==> config.mk <==
export PLATFORM = sky130hd
export DESIGN_NAME = apb_req_arbiter
export DESIGN_NICKNAME = d
export VERILOG_FILES = /design/src/rtl/apb_req_arbiter.sv
export SDC_FILE = /design/constraint.sdc
export NUM_CORES = 1
export LEC_CHECK = 0
export CORE_MARGIN = 2
export CORE_UTILIZATION = 40
export DETAILED_ROUTE_END_ITERATION = 10
export PLACE_DENSITY = 0.95
export SETUP_SLACK_MARGIN = 0.1
export SLEW_MARGIN = 10
export SYNTH_ARGS = -nofsm -noshare
export SYNTH_HDL_FRONTEND = slang
export SYNTH_SLANG_ARGS = --single-unit
==> constraint.sdc <==
create_clock -name pclk -period 3.4 [get_ports pclk]
set_clock_uncertainty 0.05 [all_clocks]
set_input_delay 1.02 -clock pclk [delete_from_list [all_inputs] [get_ports pclk]]
set_output_delay 1.02 -clock pclk [all_outputs]
set_load 0.01 [all_outputs]
==> src/rtl/apb_req_arbiter.sv <==
// -----------------------------------------------------------------------------
// apb_req_arbiter
//
// Round-robin arbiter that shares the single APB master port of apb_top among
// NREQ requesters. It latches the winning command, holds trans/re_wr/address/
// data toward apb_top until pready, then pulses done to the winner and returns
// captured read data.
//
// Optional feature macro: APB_ARB_TIMEOUT_EN
//   defined   : BUSY gives up after TIMEOUT cycles without pready and pulses err
//               together with done. rdata is left untouched on a timeout.
//   undefined : BUSY waits for pready indefinitely and err is tied low.
//
// Ports
//   pclk, preset          clock, asynchronous active-high reset
//   req, req_wr           per-requester request level and direction (1 = write)
//   req_addr, req_wdata   flattened per-requester address / write data
//                         (requester i uses slice [i*W +: W])
//   gnt                   one-hot grant, high from latch through completion
//   done                  one-cycle completion pulse to the winner
//   err                   one-cycle timeout pulse, coincident with done
//   rdata                 captured read data, held until the next read completes
//   trans, re_wr          command strobe and direction toward apb_top
//   wr_paddr, re_paddr    latched address (both carry the same value)
//   wr_data               latched write data
//   pready, pdata         completion and read data from apb_top
// -----------------------------------------------------------------------------
module apb_req_arbiter #(
   parameter int NREQ    = 4,
   parameter int ADDR_W  = 8,
   parameter int DATA_W  = 8,
   parameter int TIMEOUT = 15
) (
   input  logic                   pclk,
   input  logic                   preset,
   input  logic [NREQ-1:0]        req,
   input  logic [NREQ-1:0]        req_wr,
   input  logic [NREQ*ADDR_W-1:0] req_addr,
   input  logic [NREQ*DATA_W-1:0] req_wdata,
   output logic [NREQ-1:0]        gnt,
   output logic [NREQ-1:0]        done,
   output logic                   err,
   output logic [DATA_W-1:0]      rdata,
   output logic                   trans,
   output logic                   re_wr,
   output logic [ADDR_W-1:0]      wr_paddr,
   output logic [ADDR_W-1:0]      re_paddr,
   output logic [DATA_W-1:0]      wr_data,
   input  logic                   pready,
   input  logic [DATA_W-1:0]      pdata
);

   localparam int IDX_W = (NREQ > 1) ? $clog2(NREQ) : 1;

   typedef enum logic [1:0] {IDLE, BUSY, DONE} state_t;

   state_t             state_reg, state_next;
   logic [IDX_W-1:0]   last_reg, last_next;
   logic [IDX_W-1:0]   win_reg, win_next;
   logic [IDX_W-1:0]   pick, idx;
   logic               pick_valid;

   logic [NREQ-1:0]    gnt_next, done_next;
   logic               trans_next, re_wr_next;
   logic [ADDR_W-1:0]  addr_next;
   logic [DATA_W-1:0]  wr_data_next, rdata_next;

   logic [ADDR_W-1:0]  addr_arr  [NREQ];
   logic [DATA_W-1:0]  wdata_arr [NREQ];

   // Unpack the flattened command buses into per-requester arrays.
   generate
      for (genvar gi = 0; gi < NREQ; gi++) begin : g_unpack
         assign addr_arr[gi]  = req_addr[gi*ADDR_W +: ADDR_W];
         assign wdata_arr[gi] = req_wdata[gi*DATA_W +: DATA_W];
      end
   endgenerate

`ifdef APB_ARB_TIMEOUT_EN
   localparam int CNT_W = (TIMEOUT > 1) ? $clog2(TIMEOUT + 1) : 1;
   logic [CNT_W-1:0] cnt_reg, cnt_next;
   logic             err_next;
`else
   logic unused_cfg;
   assign unused_cfg = (TIMEOUT > 0);
   assign err        = 1'b0;
`endif

   // Round-robin pick: walk offsets from NREQ down to 1 so the lowest offset
   // after last_reg (the highest-priority candidate) is the final assignment.
   always_comb begin
      pick       = '0;
      pick_valid = 1'b0;
      idx        = '0;
      for (int k = NREQ; k >= 1; k--) begin
         idx = IDX_W'((int'(last_reg) + k) % NREQ);
         if (req[idx]) begin
            pick       = idx;
            pick_valid = 1'b1;
         end
      end
   end

   // Next-state and next-output logic; every output is registered below.
   always_comb begin
      state_next   = state_reg;
      last_next    = last_reg;
      win_next     = win_reg;
      gnt_next     = gnt;
      done_next    = '0;
      trans_next   = trans;
      re_wr_next   = re_wr;
      addr_next    = wr_paddr;
      wr_data_next = wr_data;
      rdata_next   = rdata;
`ifdef APB_ARB_TIMEOUT_EN
      cnt_next     = cnt_reg;
      err_next     = 1'b0;
`endif
      case (state_reg)
         IDLE: begin
            if (pick_valid) begin
               win_next     = pick;
               gnt_next     = NREQ'(1) << pick;
               trans_next   = 1'b1;
               re_wr_next   = req_wr[pick];
               addr_next    = addr_arr[pick];
               wr_data_next = wdata_arr[pick];
               state_next   = BUSY;
`ifdef APB_ARB_TIMEOUT_EN
               cnt_next     = '0;
`endif
            end else begin
               trans_next = 1'b0;
            end
         end
         BUSY: begin
            // pready has priority over an expiring timeout in the same cycle.
            if (pready) begin
               if (!re_wr) begin
                  rdata_next = pdata;
               end
               trans_next = 1'b0;
               done_next  = gnt;
               state_next = DONE;
            end
`ifdef APB_ARB_TIMEOUT_EN
            else if (cnt_reg == CNT_W'(TIMEOUT - 1)) begin
               trans_next = 1'b0;
               done_next  = gnt;
               err_next   = 1'b1;
               state_next = DONE;
            end else begin
               cnt_next = cnt_reg + 1'b1;
            end
`endif
         end
         DONE: begin
            gnt_next   = '0;
            last_next  = win_reg;
            state_next = IDLE;
         end
         default: begin
            state_next = IDLE;
         end
      endcase
   end

   always_ff @(posedge pclk or posedge preset) begin
      if (preset) begin
         state_reg <= IDLE;
         last_reg  <= IDX_W'(NREQ - 1);
         win_reg   <= '0;
         gnt       <= '0;
         done      <= '0;
         trans     <= 1'b0;
         re_wr     <= 1'b0;
         wr_paddr  <= '0;
         re_paddr  <= '0;
         wr_data   <= '0;
         rdata     <= '0;
`ifdef APB_ARB_TIMEOUT_EN
         cnt_reg   <= '0;
         err       <= 1'b0;
`endif
      end else begin
         state_reg <= state_next;
         last_reg  <= last_next;
         win_reg   <= win_next;
         gnt       <= gnt_next;
         done      <= done_next;
         trans     <= trans_next;
         re_wr     <= re_wr_next;
         wr_paddr  <= addr_next;
         re_paddr  <= addr_next;
         wr_data   <= wr_data_next;
         rdata     <= rdata_next;
`ifdef APB_ARB_TIMEOUT_EN
         cnt_reg   <= cnt_next;
         err       <= err_next;
`endif
      end
   end

endmodule
==> results of run 1 <==
stage by stage:
stage                     cell area [sq um]  total power (W)  setup slack [ps]
after floorplan                        2050          0.00148               925
after global placement                 3320          0.00208               377
after detailed placement               3320          0.00213               237
after CTS                              3400          0.00243               550
after global routing                   3400          0.00257               402
final                                  3400          0.00242               523
path summary, 6_finish.rpt:
check	startpoint	depth (start not counted)	endpoint
min reg2reg	win_reg[0]	2	win_reg[0]
min	win_reg[0]	2	win_reg[0]
max	req[1]	6	wr_data[5]
max reg2reg	last_reg[1]	5	wr_data[5]
max in group asynchronous	preset	3	last_reg[0]
min in group asynchronous	preset	3	wr_data[7]
per-layer routing:
layer  part of all wire (%)  GRT usage, %  wire [microns]
met4                    1.5          8.38              91
met3                    9.2          7.01             560
met1                     37          23.8            2250
met5                      0             0               0
met2                     53          39.1            3220
worst max-delay path: cells and delay by family:
family | cells | cell delay, ps
and+or+nand+nor | 3 | 1130
buffers and inverters | 1 | 520
AOI/OAI and AO/OA | 2 | 360
kinds of logic after synthesis:
logic type / after synthesis
AOI/OAI and AO/OA: 51
DFF: 40
muxes: 26
buffers and inverters: 31
other: 1
and+or+nand+nor: 45
layout by cell type (no fill, tap or decap), drive strengths merged, types with 3 or more instances in the layout:
cell / Yosys / routed
nor2: 15 / 15
nand2: 13 / 13
o221ai: 9 / 9
mux2: 9 / 9
o22ai: 10 / 10
buf: 16 / 8
mux2i: 17 / 17
nor2b: 3 / 3
a22oi: 8 / 8
clkbuf: 4 / 7
clkdlybuf4s50: 0 / 124
a221oi: 9 / 9
and2: 6 / 6
o21ai: 6 / 6
dfrtp: 38 / 38
inv: 11 / 11
a21oi: 3 / 3
area by class of cell:
| type | instances | share of cell area [%] |
|---|---|---|
| clock buffers | 7 | 2.24 |
| repair buffers | 132 | 38.2 |
| inverters | 11 | 1.21 |
| well taps | 70 | 2.57 |
| multi-input cells | 123 | 26.1 |
| flip-flops and latches | 40 | 29.5 |
| clock inverters | 1 | 0.147 |
power breakdown:
| group | total, W | internal, W | switching (W) | leakage, nW |
|---|---|---|---|---|
| logic | 0.00127 | 0.000740 | 0.000526 | 0.921 |
| clock network | 0.000306 | 0.000144 | 0.000162 | 0.0422 |
| registers | 0.000843 | 0.000692 | 0.000151 | 0.484 |
| total | 0.00242 | 0.00158 | 0.000839 | 1.45 |
==> metrics.log, run 1 <==
INFO  metric syn_nets = 277
INFO  metric synthMuxAreaShare = 13.3%
INFO  metric final_hold_viol_count = 0
INFO  metric ys_async_sr_fraction = 100%
INFO  metric finalCritPeriodShare = 84.6%
INFO  metric cts_resized = 0
INFO  metric cts_root_buffer = clkbuf_8
INFO  metric synth.yosys.seq_area_share = 49.0%
INFO  metric yosysTopAreaCell = dfrtp_1
INFO  metric multi_input_area = 887 sq um
INFO  metric finalNetCount = 396
INFO  metric post_route_cells_drive_above_1_share = 9.24%
INFO  metric finish.utilization = 67.9%
INFO  metric wire_per_inst = 15.9 microns
INFO  metric top_regs = rdata: 8 flops, re_paddr: 8 flops, wr_data: 8 flops
INFO  metric status = complete, no violations
INFO  metric post_synth_xor_area_fraction = 0%
INFO  metric critical_path.startpoint_type = primary input
INFO  metric num_vias = 2005
INFO  metric crit_slowest_cell = clkdlybuf4s50_1
INFO  metric tritoncts.num_buffers = 5
INFO  metric antenna_violations_before_repair = 0
INFO  metric post_drt_via_cell_ratio = 5.22
INFO  metric grt_start_max_net_pins = 41
INFO  metric cp_cell_sequence = clkdlybuf4s50_1, nor2_1, o22ai_1, or3_4, or4_4, o221ai_1
INFO  metric power_density = 710 nW/um^2
INFO  metric crit_arrival = 3030 ps
INFO  metric first_iter_violations = 105
INFO  metric maxClockFrequency = 348 MHz
INFO  metric whs = 428 ps
INFO  metric place.gp.congestion = 0.828
INFO  metric std_cell_rows = 26
INFO  metric worst-slew-pin-transition = 843 ps
INFO  metric reg2reg_setup_slack = 1300 ps
INFO  metric hp-class = reg2reg
INFO  metric synth-compound-area-share = 18.4%
INFO  metric global_route.overflow_total = 0
INFO  metric initial_utilization = 40.9%
INFO  metric ir_worst_vdd = 0.272 mV
INFO  metric route.detailed.drc = 0
INFO  metric io_buffer_count = 124
INFO  metric global_router_s_overall_resource_usage = 21.8%
INFO  metric synth_fa_ha_area_share = 0%
INFO  metric synth_top_cell_area_share = 46.4%
INFO  metric max-clock-path-buffers = 2
INFO  metric grt_pass1_wl = 9170 microns
INFO  metric synth-edff-count = 0
INFO  metric post_cts_setup_bufs = 0
INFO  metric synthTopCellsByArea = dfrtp_1, mux2i_1, mux2_2
INFO  metric netlist_area = 2050 sq um
INFO  metric cts_tree = done
INFO  metric crit_path_max_incr_delay = 520 ps
INFO  metric ff_latch_area = 1000 sq um
INFO  metric holdBufCountCts = 0
INFO  metric finalNonFillerCells = 384
INFO  metric die_y = 75.6 microns
INFO  metric synth_most_common_cell = dfrtp_1
INFO  metric route.antenna.remaining_nets = 0
INFO  metric detailedPlacementHpwl = 4940 microns
INFO  metric fin_tns_setup = 0 ps
INFO  metric post_synth_and_or_nand_nor_area_fraction = 11.1%
INFO  metric yosys-top-cells-count = dfrtp_1, mux2i_1, nor2_1, nand2_1, inv_1
INFO  metric setup_viol = 0
INFO  metric synthesis.area_per_instance = 10.6 sq um
INFO  metric postSynth.topFlopCell = dfrtp_1
INFO  metric critical_path_type = in2reg
INFO  metric synth.yosys.warnings = 0
INFO  metric filler_cell_count = 416
INFO  metric final_max_slew_viol_count = 0
INFO  metric grt_setup_unrepaired = false
INFO  metric worstPathMaxFanout = 9
INFO  metric postRouteWirelength = 6120 microns
INFO  metric n_antenna_cell = 0
INFO  metric synth_top_family_by_area = compound AO/OA/AOI/OAI gates
INFO  metric syn-instance-count = 194
INFO  metric vias_in_the_first_global_route = 1998
INFO  metric firstDrtPassIters = 4
INFO  metric ys_ff_latch = 40
INFO  metric die_area = 5710 sq um
INFO  metric clkSinkCount = 40
INFO  metric netlist-cell-type-count = 35
INFO  metric maxCapViolCount = 0
INFO  metric clk_latency = 300 ps
INFO  metric die_x = 75.6 microns
INFO  metric worst_setup_path_end_kind = flip-flop
INFO  metric leakagePower = 1.45 nW
INFO  metric placed_cells_incl_taps = 376
INFO  metric clkSlewWorstSetupHoldPaths = 80 ps
INFO  metric period_needed = 2880 ps
INFO  metric cts_max_level = 2
INFO  metric pin_count = 126
INFO  metric relative_slew_slack = 43.8%
INFO  metric area_growth = 66.1%
INFO  metric critPathRequiredTime = 3560 ps
INFO  metric core_region_area = 5010 sq um
(Power assumes the default switching activity.)
==> run 2, diff against run 1 <==
--- a/config.mk
+++ b/config.mk
@@ -6,9 +6,9 @@
 export NUM_CORES = 1
 export LEC_CHECK = 0
 export CORE_MARGIN = 2
-export CORE_UTILIZATION = 40
+export CORE_UTILIZATION = 33
 export DETAILED_ROUTE_END_ITERATION = 10
-export PLACE_DENSITY = 0.95
+export PLACE_DENSITY = 0.86
 export SETUP_SLACK_MARGIN = 0.1
 export SLEW_MARGIN = 10
 export SYNTH_ARGS = -nofsm -noshare
==> constraint.sdc (replaced) <==
create_clock -name pclk -period 2.6 [get_ports pclk]
set_clock_uncertainty 0.05 [all_clocks]
set_input_delay 0.78 -clock pclk [delete_from_list [all_inputs] [get_ports pclk]]
set_output_delay 0.78 -clock pclk [all_outputs]
set_load 0.01 [all_outputs]
==> run 2 against run 1 <==
  * Hold slack better by 22 ps
  * Global-route usage is 3.7 points lower
  * Via count rose by 1.0%
  * Highest routed layer unchanged
  * Utilization down 8.5 points
  * Non-clock buffer count grew 9
  * Clock-buffer cell count shrank 1
  * Largest cell class unchanged
  * Wire length increased by 2.1%
  * First-iteration DRC count decreased by 26%
  * Power up 38%
  * Flip-flop and latch count stayed put
  * Cell count up 3.9%
  * Sequential share of layout area decreased by 1.1 points
  * Critical path type unchanged
==> metrics.log, run 2 (same netlist as run 1, synthesis figures left out) <==
INFO  metric critPathMostFrequentCell = o221ai_2
INFO  metric multi_input_area = 920 sq um (was 887 sq um)
INFO  metric grt_start_max_net_pins = 41 (unchanged)
INFO  metric power_density = 939 nW/um^2 (was 710 nW/um^2)
INFO  metric firstDrtPassIters = 4 (unchanged)
INFO  metric critPathRequiredTime = 2710 ps (was 3560 ps)
INFO  metric clk_latency = 280 ps (was 300 ps)
INFO  metric vias_in_the_first_global_route = 1976 (was 1998)
INFO  metric post_route_cells_drive_above_1_share = 13.9% (was 9.24%)
INFO  metric ir_worst_vdd = 0.484 mV (was 0.272 mV)
INFO  metric relative_slew_slack = 66.6% (was 43.8%)
INFO  metric crit_path_max_incr_delay = 490 ps (was 520 ps)
INFO  metric setup_viol = 0 (unchanged)
INFO  metric global_route.overflow_total = 0 (unchanged)
INFO  metric std_cell_rows = 28 (was 26)
INFO  metric detailedPlacementHpwl = 4800 microns (was 4940 microns)
INFO  metric cts_root_buffer = clkbuf_8 (unchanged)
INFO  metric global_router_s_overall_resource_usage = 18.1% (was 21.8%)
INFO  metric ff_latch_area = 1000 sq um (unchanged)
INFO  metric worst_setup_path_end_kind = flip-flop (unchanged)
INFO  metric post_drt_via_cell_ratio = 5.08 (was 5.22)
INFO  metric first_iter_violations = 78 (was 105)
INFO  metric route.antenna.remaining_nets = 0 (unchanged)
INFO  metric clkSinkCount = 40 (unchanged)
INFO  metric grt_setup_unrepaired = false (unchanged)
INFO  metric most_common_cell_after_layout_fill_and_taps_aside = clkdlybuf4s50_1 (unchanged)
INFO  metric initial_utilization = 34.4% (was 40.9%)
INFO  metric timing.critical_path.buf_inv = 2 (was 1)
INFO  metric crit_arrival = 2550 ps (was 3030 ps)
INFO  metric wire_per_inst = 15.7 microns (was 15.9 microns)
INFO  metric cts_max_level = 2 (unchanged)
INFO  metric tritoncts.num_buffers = 5 (unchanged)
INFO  metric place.gp.congestion = 0.744 (was 0.828)
INFO  metric leakagePower = 1.52 nW (was 1.45 nW)
INFO  metric finish.utilization = 59.4% (was 67.9%)
INFO  metric worst-slew-pin-transition = 501 ps (was 843 ps)
INFO  metric maxCapViolCount = 0 (unchanged)
INFO  metric maxClockFrequency = 409 MHz
INFO  metric final_hold_viol_count = 0 (unchanged)
INFO  metric num_vias = 2026 (was 2005)
INFO  metric top_regs = rdata: 8 flops, re_paddr: 8 flops, wr_data: 8 flops (unchanged)
INFO  metric critical_path.startpoint_type = primary input (unchanged)
INFO  metric die_y = 82.8 microns (was 75.6 microns)
INFO  metric critical_path_type = in2reg (unchanged)
INFO  metric worstSetupPathDepth = 7 (was 6)
INFO  metric area_growth = 72.8% (was 66.1%)
INFO  metric fin_tns_setup = 0 ps (unchanged)
INFO  metric cpLargestDelayFamily = buffers and inverters (was simple AND/OR/NAND/NOR gates)
INFO  metric filler_cell_count = 541 (was 416)
INFO  metric cts_tree = done (unchanged)
INFO  metric pin_count = 126 (unchanged)
INFO  metric io_buffer_count = 124 (unchanged)
INFO  metric antenna_violations_before_repair = 0 (unchanged)
INFO  metric max-clock-path-buffers = 2 (unchanged)
INFO  metric clkSlewWorstSetupHoldPaths = 80 ps (about the same)
INFO  metric p_total = 0.00332 W (was 0.00242 W)
INFO  metric finalNonFillerCells = 399 (was 384)
INFO  metric n_antenna_cell = 0 (unchanged)
INFO  metric reg2reg_depth = 5 (unchanged)
INFO  metric most_frequent_cells_in_the_layout = clkdlybuf4s50_1, dfrtp_1, mux2i_1 (unchanged)
INFO  metric grt_pass1_wl = 9410 microns (was 9170 microns)
INFO  metric finalCritPeriodShare = 94.0%
INFO  metric route.detailed.drc = 0 (unchanged)
INFO  metric status = complete, no violations (unchanged)
INFO  metric cp_cell_sequence = clkdlybuf4s50_1, nor2b_1, a21oi_1, o221ai_2, buf_4, mux2i_1, o221ai_2 (was clkdlybuf4s50_1, nor2_1, o22ai_1, or3_4, or4_4, o221ai_1)
INFO  metric final_max_slew_viol_count = 0 (unchanged)
INFO  metric die_area = 6850 sq um (was 5710 sq um)
INFO  metric postRouteWirelength = 6250 microns (was 6120 microns)
INFO  metric die_x = 82.8 microns (was 75.6 microns)
INFO  metric placed_cells_incl_taps = 389 (was 376)
INFO  metric holdBufCountCts = 0 (unchanged)
INFO  metric hp-class = reg2reg (unchanged)
INFO  metric worstPathMaxFanout = 9 (unchanged)
INFO  metric core_region_area = 5960 sq um (was 5010 sq um)
INFO  metric crit_slowest_cell = clkdlybuf4s50_1 (unchanged)
INFO  metric min_delay_path_depth = 2 (unchanged)
INFO  metric finalNetCount = 406 (was 396)
INFO  metric period_needed = 2440 ps
## run 2: cell types whose count changed in the layout (fill, tap and decap cells not counted), sizes merged
cell,change
clkdlybuf4s50,-3
bufinv,+1
clkbuf,-1
or4,+1
dlymetal6s2s,+1
dlygate4sd2,+2
buf,+9
## run 2: layer usage
layer  track usage (%)  vias to the layer above  wire, microns
met1              20.4                      953           2340
met5                 0                        -              0
met3              5.41                        8            625
met2              33.6                      105           3190
met4              3.44                        0             99
li1                  -                      960              -
## run 2: area by class of cell
type	count	area share (%)
Clock buffer	6	2.05
Clock inverter	2	0.990
Inverter	11	1.17
Multi-Input combinational cell	124	26.0
Sequential cell	40	28.4
Tap cell	75	2.65
Timing Repair Buffer	141	38.8
## run 2: stage by stage
stage	area [sq um]	hold WS, ps	setup slack (ps)
global route	3540	479	92.1
floorplan	2050	392	365
CTS	3520	454	102
finish	3540	450	155
global placement	3390	406	-104
detailed placement	3390	434	-227
## run 2: where the power goes
group	internal [W]	switching, W
Clock	0.000285	0.000210
Combinational	0.00101	0.000712
Sequential	0.000905	0.000202
Total	0.00220	0.00112
## run 2: worst min-delay path, stage by stage (launching register included)
cell and delay [ps]:
dfrtp_1 360, nand2_1 50, nand2_1 60
## run 2: what timing repair did
item | in CTS | in global routing
pin swaps | 2 | 2
endpoints found under the setup margin | 3 | 17
gates resized for setup | 6 | 5
gates cloned | 1 | 0
buffers inserted | 1 | 0
## run 2: worst paths after layout
kind	startpoint	slack (ps)	end
setup / recovery	req[2]	160	wr_data[0]
hold reg to reg	win_reg[0]	450	win_reg[0]
min in group asynchronous	preset	890	rdata[6]
max in group asynchronous	preset	1240	last_reg[0]
hold / removal	win_reg[0]	450	win_reg[0]
setup reg to reg	last_reg[1]	560	re_paddr[5]
==> variant (flow settings as in run 2) <==
The option `APB_ARB_TIMEOUT_EN` is turned on by a define.
--- a/src/rtl/apb_req_arbiter.sv
+++ b/src/rtl/apb_req_arbiter.sv
@@ -27,2 +27,4 @@
 // -----------------------------------------------------------------------------
+`define APB_ARB_TIMEOUT_EN
+
 module apb_req_arbiter #(
Behaviour: same outputs for any inputs over 4 cycles, from zero or initial values and one cycle with preset high; that may be too few to reach the edited logic, so the function may still have changed.
==> variant against run 2 <==
Critical path depth is the same. First-iteration DRC count shrank 17%. Power grew 13%. Cell count grew 9.3%. Largest power group unchanged. Highest routed layer unchanged. Worst setup slack gained 0.056 ns. Register-to-register slack gained 0.12 ns. Critical path type unchanged. Non-clock buffer count shrank 2. Die area grew 17%. Critical endpoint is now wr_data[2]. Final area grew 10%. Area after synthesis grew 17%. Sequential share of layout area grew 0.51 points. Sequential cell count grew 5. Wire length grew 0.86%.
==> variant: results <==
set metrics [dict create \
    inverters 4 \
    drive_gt1_frac 0.139 \
    placed_cell_area_sq_um 3790 \
    leakage_nw 1.65 \
    buf_share 0.366 \
    grt_max_degree 46 \
    synth_area_per_cell_sq_um 11.5 \
    use_met3 0.0452 \
    clkCellAreaFrac 0.0298 \
    vdd_drop_max_v 0.000370 \
    globalplace.congestion 0.785 \
    reg2regPathDepth 6 \
    seq_share 0.289 \
    nets 421 \
    post_cts_resized 0 \
    hpwl_microns 4880 \
    reg2reg_slack_ns 0.68 \
    grt_pass1_wl_microns 9570 \
    grt_use_met1 0.179 \
    switchingPower_mw 1.28 \
    fill_cells 647 \
    outcome "finished clean" \
    synth_seq_area_share 0.469 \
    multi_input_gates 141 \
    multi_input_area_share 0.280 \
    buffers 139 \
    max_slew_margin 0.721 \
    wire_per_inst_microns 14.5 \
    grt_pass1_vias 2132 \
    clock_sinks 45 \
    avgViaCountPerCell 4.77 \
    nClkBuffers 7 \
    multi_input_area_sq_um 1090 \
    synthTopCellsByArea "dfrtp_1, mux2i_1, o221ai_2" \
    met2_usage 0.272 \
    preCtsSetupSlack_ns -0.115 \
    syn_nets 294 \
    fin_crit_sh 0.919 \
    ys_types 34 \
    grtUsageTotal 0.156 \
    cpPeakStageDelay_ns 0.51 \
    path_class "input port to flip-flop" \
    crit_fanout 16 \
    drtIter0Drc 65 \
    cts_setup_buffers 0 \
]
## variant: cell count changes after synthesis, moves of 5 or more
cell	delta
mux2i_1	+18
nand2_1	+16
o22ai_1	-10
a221oi_1	-9
a22oi_1	-8
o221ai_2	+8
inv_1	-7
nor2_1	-6
dfrtp_1	+5
## variant: worst min path at each step
stage	end	from	cells after the start	slack (ns)
global route	win_reg[1]	win_reg[1]	2	0.46
global placement	win_reg[1]	win_reg[1]	2	0.41
floorplan	win_reg[1]	win_reg[1]	2	0.39
finish	win_reg[1]	win_reg[1]	2	0.43
detailed placement	win_reg[1]	win_reg[1]	2	0.41
CTS	win_reg[1]	win_reg[1]	2	0.43
## variant: tightest hold or removal path: cells and delay by family (launching register included)
kind	cells	cell delay (ns)
flops	1	0.35
simple gates	2	0.10
## variant: power groups by stage
| stage | combinational [mW] | sequential (mW) | clock [mW] |
|---|---|---|---|
| after CTS | 2.00 | 1.23 | 0.565 |
| after global placement | 1.94 | 1.22 | 0 |
| final | 1.96 | 1.22 | 0.549 |
| after global routing | 2.13 | 1.26 | 0.589 |
| after floorplan | 1.06 | 1.28 | 0 |
| after detailed placement | 1.99 | 1.23 | 0 |
## variant: cells by family after synthesis
kind of cell | synth area share
and+or+nand+nor | 0.118
muxes | 0.192
DFF | 0.469
AOI/OAI and AO/OA | 0.124
buffers and inverters | 0.0790
xor gates and xnor gates | 0.00728
adders and majority gates | 0.0104
## variant: layer usage
layer,vias up,share of wire
li1,996,-
met1,992,0.41
met2,77,0.50
met3,15,0.062
met4,0,0.025
met5,-,0
## variant: metrics by stage
step           power [mW]  std cells  TNS, ns
3_3_place_gp         3.17        428  -0.0905
4_1_cts              3.79        436        0
2_1_floorplan        2.34        209        0
5_1_grt              3.98        436        0
3_5_place_dp         3.22        428    -1.32
6_report             3.74        436        0
